**config.mk**
```make
export PLATFORM = sky130hd
export DESIGN_NAME = truth_table_sweeper
export DESIGN_NICKNAME = d
export VERILOG_FILES = /design/src/rtl/truth_table_sweeper.sv
export SDC_FILE = /design/constraint.sdc
export NUM_CORES = 1
export LEC_CHECK = 0
export CAP_MARGIN = 10
export CELL_PAD_IN_SITES_DETAIL_PLACEMENT = 0
export CELL_PAD_IN_SITES_GLOBAL_PLACEMENT = 1
export CORE_MARGIN = 2
export CORE_UTILIZATION = 40
export CTS_CLUSTER_DIAMETER = 50
export DETAILED_ROUTE_END_ITERATION = 10
export PLACE_DENSITY = 0.82
export SLEW_MARGIN = 20
export SYNTH_ARGS = -nofsm -noshare
export SYNTH_HDL_FRONTEND = slang
export SYNTH_SLANG_ARGS = --single-unit
```
**constraint.sdc**
```tcl
create_clock -name clk -period 2.47 [get_ports clk]
set_clock_uncertainty 0.2 [all_clocks]
set_input_delay 0.3705 -clock clk [delete_from_list [all_inputs] [get_ports clk]]
set_output_delay 0.3705 -clock clk [all_outputs]
set_load 0.02 [all_outputs]
```
**src/rtl/truth_table_sweeper.sv**
```systemverilog
// ----------------------------------------------------------------------------
// truth_table_sweeper
//
// Sequencer for a 4-input combinational block under test. It drives the
// 16 input combinations A,B,C,D in ascending order to two function
// instances: the original sum-of-minterms form and its simplified
// equivalent. After each vector has had time to settle, it samples both
// outputs. It records the captured truth table of the original function,
// counts the vectors where the two forms disagree, remembers the lowest
// failing vector, and reports pass/fail with a one-cycle done pulse.
//
// Optional feature (compile-time macro GOLDEN_CHECK_EN):
//   When the macro is defined, a vector is also treated as a mismatch when
//   f_orig differs from the GOLDEN parameter bit for that vector. A vector
//   is counted at most once, even if both comparisons fail. When the macro
//   is undefined, only f_orig and f_simp are compared.
//
// Parameters:
//   SETTLE_CYCLES  cycles each vector is held before sampling (1..15)
//   STOP_ON_FAIL   1 = end the sweep at the first mismatching vector
//   GOLDEN         expected truth table, bit i = F for vector i
//
// Ports:
//   clk           in   system clock, rising edge
//   rst_n         in   asynchronous active-low reset
//   start         in   sweep request, sampled only while idle
//   abcd          out  vector to both functions (abcd[3]=A .. abcd[0]=D)
//   f_orig        in   original function output
//   f_simp        in   simplified function output
//   busy          out  high from the first APPLY cycle through FINISH
//   done          out  one-cycle pulse in FINISH
//   pass          out  valid after done; 1 when no vector mismatched
//   mismatch_cnt  out  number of mismatching vectors (0..16)
//   first_fail    out  lowest failing vector index
//   fail_seen     out  first_fail holds a valid index
//   truth_table   out  captured f_orig, bit i = vector i
// ----------------------------------------------------------------------------
module truth_table_sweeper #(
    parameter int          SETTLE_CYCLES = 1,
    parameter bit          STOP_ON_FAIL  = 1'b0,
    parameter logic [15:0] GOLDEN        = 16'hE8F9
) (
    input  logic        clk,
    input  logic        rst_n,
    input  logic        start,
    output logic [3:0]  abcd,
    input  logic        f_orig,
    input  logic        f_simp,
    output logic        busy,
    output logic        done,
    output logic        pass,
    output logic [4:0]  mismatch_cnt,
    output logic [3:0]  first_fail,
    output logic        fail_seen,
    output logic [15:0] truth_table
);

    typedef enum logic [1:0] {
        IDLE,
        APPLY,
        SAMPLE,
        FINISH
    } state_t;

    // The settle counter counts down to zero, so APPLY lasts SETTLE_CYCLES.
    localparam logic [3:0] SETTLE_LOAD = 4'(SETTLE_CYCLES - 1);

    state_t     state;
    logic [3:0] settle_cnt;
    logic       mismatch;

    // abcd doubles as the vector index: it holds the current vector in
    // APPLY and SAMPLE, and it is zero in IDLE.
`ifdef GOLDEN_CHECK_EN
    assign mismatch = (f_orig != f_simp) || (f_orig != GOLDEN[abcd]);
`else
    assign mismatch = (f_orig != f_simp);

    // GOLDEN has no role without the golden comparison.
    logic unused_golden;
    assign unused_golden = ^GOLDEN;
`endif

    always_ff @(posedge clk or negedge rst_n) begin
        if (!rst_n) begin
            state        <= IDLE;
            settle_cnt   <= 4'd0;
            abcd         <= 4'd0;
            busy         <= 1'b0;
            done         <= 1'b0;
            pass         <= 1'b0;
            mismatch_cnt <= 5'd0;
            first_fail   <= 4'd0;
            fail_seen    <= 1'b0;
            truth_table  <= 16'd0;
        end else begin
            case (state)
                IDLE: begin
                    abcd <= 4'd0;
                    busy <= 1'b0;
                    done <= 1'b0;
                    // Results of the previous sweep stay visible until the
                    // next accepted start.
                    if (start) begin
                        mismatch_cnt <= 5'd0;
                        fail_seen    <= 1'b0;
                        first_fail   <= 4'd0;
                        truth_table  <= 16'd0;
                        pass         <= 1'b0;
                        settle_cnt   <= SETTLE_LOAD;
                        busy         <= 1'b1;
                        state        <= APPLY;
                    end
                end

                APPLY: begin
                    if (settle_cnt == 4'd0) begin
                        state <= SAMPLE;
                    end else begin
                        settle_cnt <= settle_cnt - 4'd1;
                    end
                end

                SAMPLE: begin
                    truth_table[abcd] <= f_orig;
                    if (mismatch) begin
                        // At most 16 increments, so 5 bits never overflow.
                        mismatch_cnt <= mismatch_cnt + 5'd1;
                        if (!fail_seen) begin
                            first_fail <= abcd;
                            fail_seen  <= 1'b1;
                        end
                    end
                    // Vector 15 is always terminal; abcd never wraps.
                    if ((abcd == 4'd15) || (STOP_ON_FAIL && mismatch)) begin
                        done  <= 1'b1;
                        state <= FINISH;
                    end else begin
                        abcd       <= abcd + 4'd1;
                        settle_cnt <= SETTLE_LOAD;
                        state      <= APPLY;
                    end
                end

                FINISH: begin
                    // mismatch_cnt already includes the final SAMPLE here.
                    pass  <= (mismatch_cnt == 5'd0);
                    done  <= 1'b0;
                    busy  <= 1'b0;
                    abcd  <= 4'd0;
                    state <= IDLE;
                end

                default: begin
                    state <= IDLE;
                end
            endcase
        end
    end

endmodule
```
==> results.sh <==
export IMPL_outcome="finished with violations"
export IMPL_violations="negative hold slack"
export IMPL_syn_instance_count=242
export IMPL_hpwlAfterDp_um=3556
export IMPL_holdWs_ns=-0.005590
export IMPL_placedCellCount=347
export IMPL_finalCritPeriodShare_pct=93.23
export IMPL_slew_viol_final=0
export IMPL_crit_chain="inv_1, ha_1, nor2b_1, or3_4, or3_4, o22ai_1"
export IMPL_rows=27
export IMPL_synthMuxAreaShare_pct=2.384
export IMPL_synthXorXnorAreaFrac_pct=0.3973
export IMPL_grt_overflow=0
export IMPL_wire_per_inst_um=14.21
export IMPL_critPathKind="reg -> reg"
export IMPL_synth_distinct_cells=37
export IMPL_firstDrtPassIters=4
export IMPL_synth_edf_count=0
export IMPL_finalWirelength_um=5043
export IMPL_final_hold_viol_count=38
export IMPL_avgSynthCellArea_um2=9.110
export IMPL_ctsHoldBuffers=0
export IMPL_p_leak_nw=1.226
export IMPL_post_cts_setup_buffer_count=0
export IMPL_fp_coreArea_um2=5405
export IMPL_synth_simple_area_share_pct=17.48
export IMPL_synth_adder_area_share_pct=8.513
export IMPL_setup_violations=0
export IMPL_cts_root_buf="clkbuf_8"
export IMPL_max_cap_violations=0
export IMPL_place_ws_ns=0.1547
export IMPL_antenna_found_initial=0
export IMPL_rsz0062_at_grt="no"
export IMPL_fmax_mhz=434.3
export IMPL_ctsLongestPathBuffers=2
export IMPL_fillCellCount=529
export IMPL_initial_core_util_pct=40.79
export IMPL_relSlewSlack_pct=41.67
export IMPL_ys_warn_count=0
export IMPL_dieArea_um2=6122
export IMPL_power_mw=1.390
export IMPL_grt_max_degree=40
export IMPL_drive_gt1_share_pct=9.541
export IMPL_setup_slack_ns=0.1673
export IMPL_endpoint_kind="register"
export IMPL_synthesis_nets=262
export IMPL_syn_to_final_growth_pct=25.31
export IMPL_grt_pass1_vias=1773
export IMPL_first_iter_violations=69
export IMPL_synth_compound_area_share_pct=22.13
export IMPL_hold_class="in -> async"
export IMPL_drtAntennaViolNets=0
export IMPL_insertion_delay_ns=0.29
export IMPL_cts_sinks=39
export IMPL_clk_pin_slew_worst_paths_ns=0.07
export IMPL_final_common_cell="dfrtp_1"
export IMPL_cts_buffers=5
export IMPL_design_area_um2=2763
export IMPL_cp_common_cell="or3_4"
export IMPL_setup_tns_ns=0
export IMPL_ir_drop_uv=269.9
export IMPL_critPathArrivalTime_ns=2.32
export IMPL_layout_common_cells="dfrtp_1, clkdlybuf4s50_1, nand2_1"
export IMPL_fin_crit_ns=2.303
export IMPL_via_per_inst=5.262
export IMPL_async_flop_share_pct=100.0
export IMPL_yosys_register_bits=39
export IMPL_max_stage_delay_ns=0.45
export IMPL_grt_usage_pct=18.02
export IMPL_grt_pass1_wl_um=8763
export IMPL_die_h_um=78.24
export IMPL_vias=1868
export IMPL_crit_fanout=7
export IMPL_nets=302
export IMPL_yosysSeqAreaShare_pct=44.27
export IMPL_synth_flop_cell="dfrtp_1"
export IMPL_cts_resized_gates=0
export IMPL_routabilityCongestion=0.7762
export IMPL_antennaDiodeCount=0
export IMPL_h_tree_depth=2
export IMPL_io_buffer_count=37
export IMPL_synth_area_um2=2205
export IMPL_post_route_drc_count=0
export IMPL_postPlaceCellArea_um2=2681
export IMPL_worst_pin_slew_ns=0.8749
export IMPL_crit_path_start_kind="register"
export IMPL_finalNonFillerCells=355
export IMPL_cp_required_ns=2.49
export IMPL_fin_util_pct=51.11
export IMPL_crit_path_top_delay_cell="dfrtp_1"
export IMPL_synth_top_family_by_area="compound AO/OA/AOI/OAI gates"
export IMPL_fp_dieW_um=78.24
export IMPL_cts_tree="done"
export IMPL_pin_count=38
export IMPL_power_density_nw_per_um2=503.1
cell type report:
class	count	area (um2)	share of cell area, %
well taps	72	90.09	3.261
clock inverters	1	5.005	0.1812
multi-input cells	175	1122	40.63
repair buffers	47	440.4	15.94
flip-flops and latches	39	975.9	35.33
clock buffers	7	76.32	2.763
inverters	14	52.55	1.902
worst paths after layout:
kind                                start              end  slack (ns)  depth (start not counted)
min reg2reg                truth_table[7]   truth_table[7]        0.30                          2
min                                 rst_n  truth_table[14]      -0.006                          1
max                              state[0]    settle_cnt[1]        0.17                          6
max in group asynchronous           rst_n  mismatch_cnt[3]        1.54                          1
max reg2reg                      state[0]    settle_cnt[1]        0.17                          6
min in group clk           truth_table[7]   truth_table[7]        0.30                          2
synth_stat cells, types with 3 or more instances:
| cell | n | area share [%] |
|---|---|---|
| dfrtp_1 | 39 | 44 |
| nor3_1 | 4 | 0.91 |
| o21ai_0 | 24 | 5.4 |
| buf_1 | 3 | 0.51 |
| a21bo_2 | 6 | 2.7 |
| o311ai_0 | 5 | 2.0 |
| ha_1 | 15 | 8.5 |
| a21oi_1 | 18 | 4.1 |
| inv_1 | 14 | 2.4 |
| clkbuf_1 | 10 | 1.7 |
| mux2i_1 | 3 | 1.4 |
| a22o_1 | 5 | 2.0 |
| a21o_1 | 6 | 2.0 |
| nor2_1 | 8 | 1.4 |
| nand3_1 | 14 | 3.2 |
| nand2b_1 | 3 | 0.85 |
| nor2b_1 | 4 | 1.1 |
| nand2_1 | 34 | 5.8 |
registers in the layout, indices dropped and copies added, names as in the netlist:
register,cells
pass,1
truth_table,16
done,1
abcd,4
busy,1
first_fail,4
settle_cnt,4
fail_seen,1
state,2
mismatch_cnt,5
kinds of logic after synthesis:
kind of cell / after synthesis
fa+ha+maj: 15
simple gates: 78
flops: 39
xor+xnor: 1
mux: 5
buf+inv: 28
compound gates: 76
critical path, delay by kind of cell, from the launching register on:
| kind | cells | cell delay, ns |
|---|---|---|
| buffers and inverters | 1 | 0.15 |
| flip-flops | 1 | 0.45 |
| AO/OA/AOI/OAI | 1 | 0.15 |
| adder cells (fa/ha/maj) | 1 | 0.32 |
| AND/OR/NAND/NOR | 3 | 0.95 |
where the power goes:
group	total [mW]	switching [mW]	internal [mW]
registers	0.721	0.0429	0.678
clock network	0.415	0.217	0.198
logic	0.253	0.135	0.119
total	1.39	0.395	0.995
metal layers:
layer,wire (um),track usage [%],vias up,share of wire [%]
met5,0,0,-,0
met4,65,5.263,0,1.3
met2,2124,27.33,39,42
met3,214,3.908,6,4.2
li1,-,-,940,-
met1,2639,25.96,883,52
(Power assumes the default switching activity.)
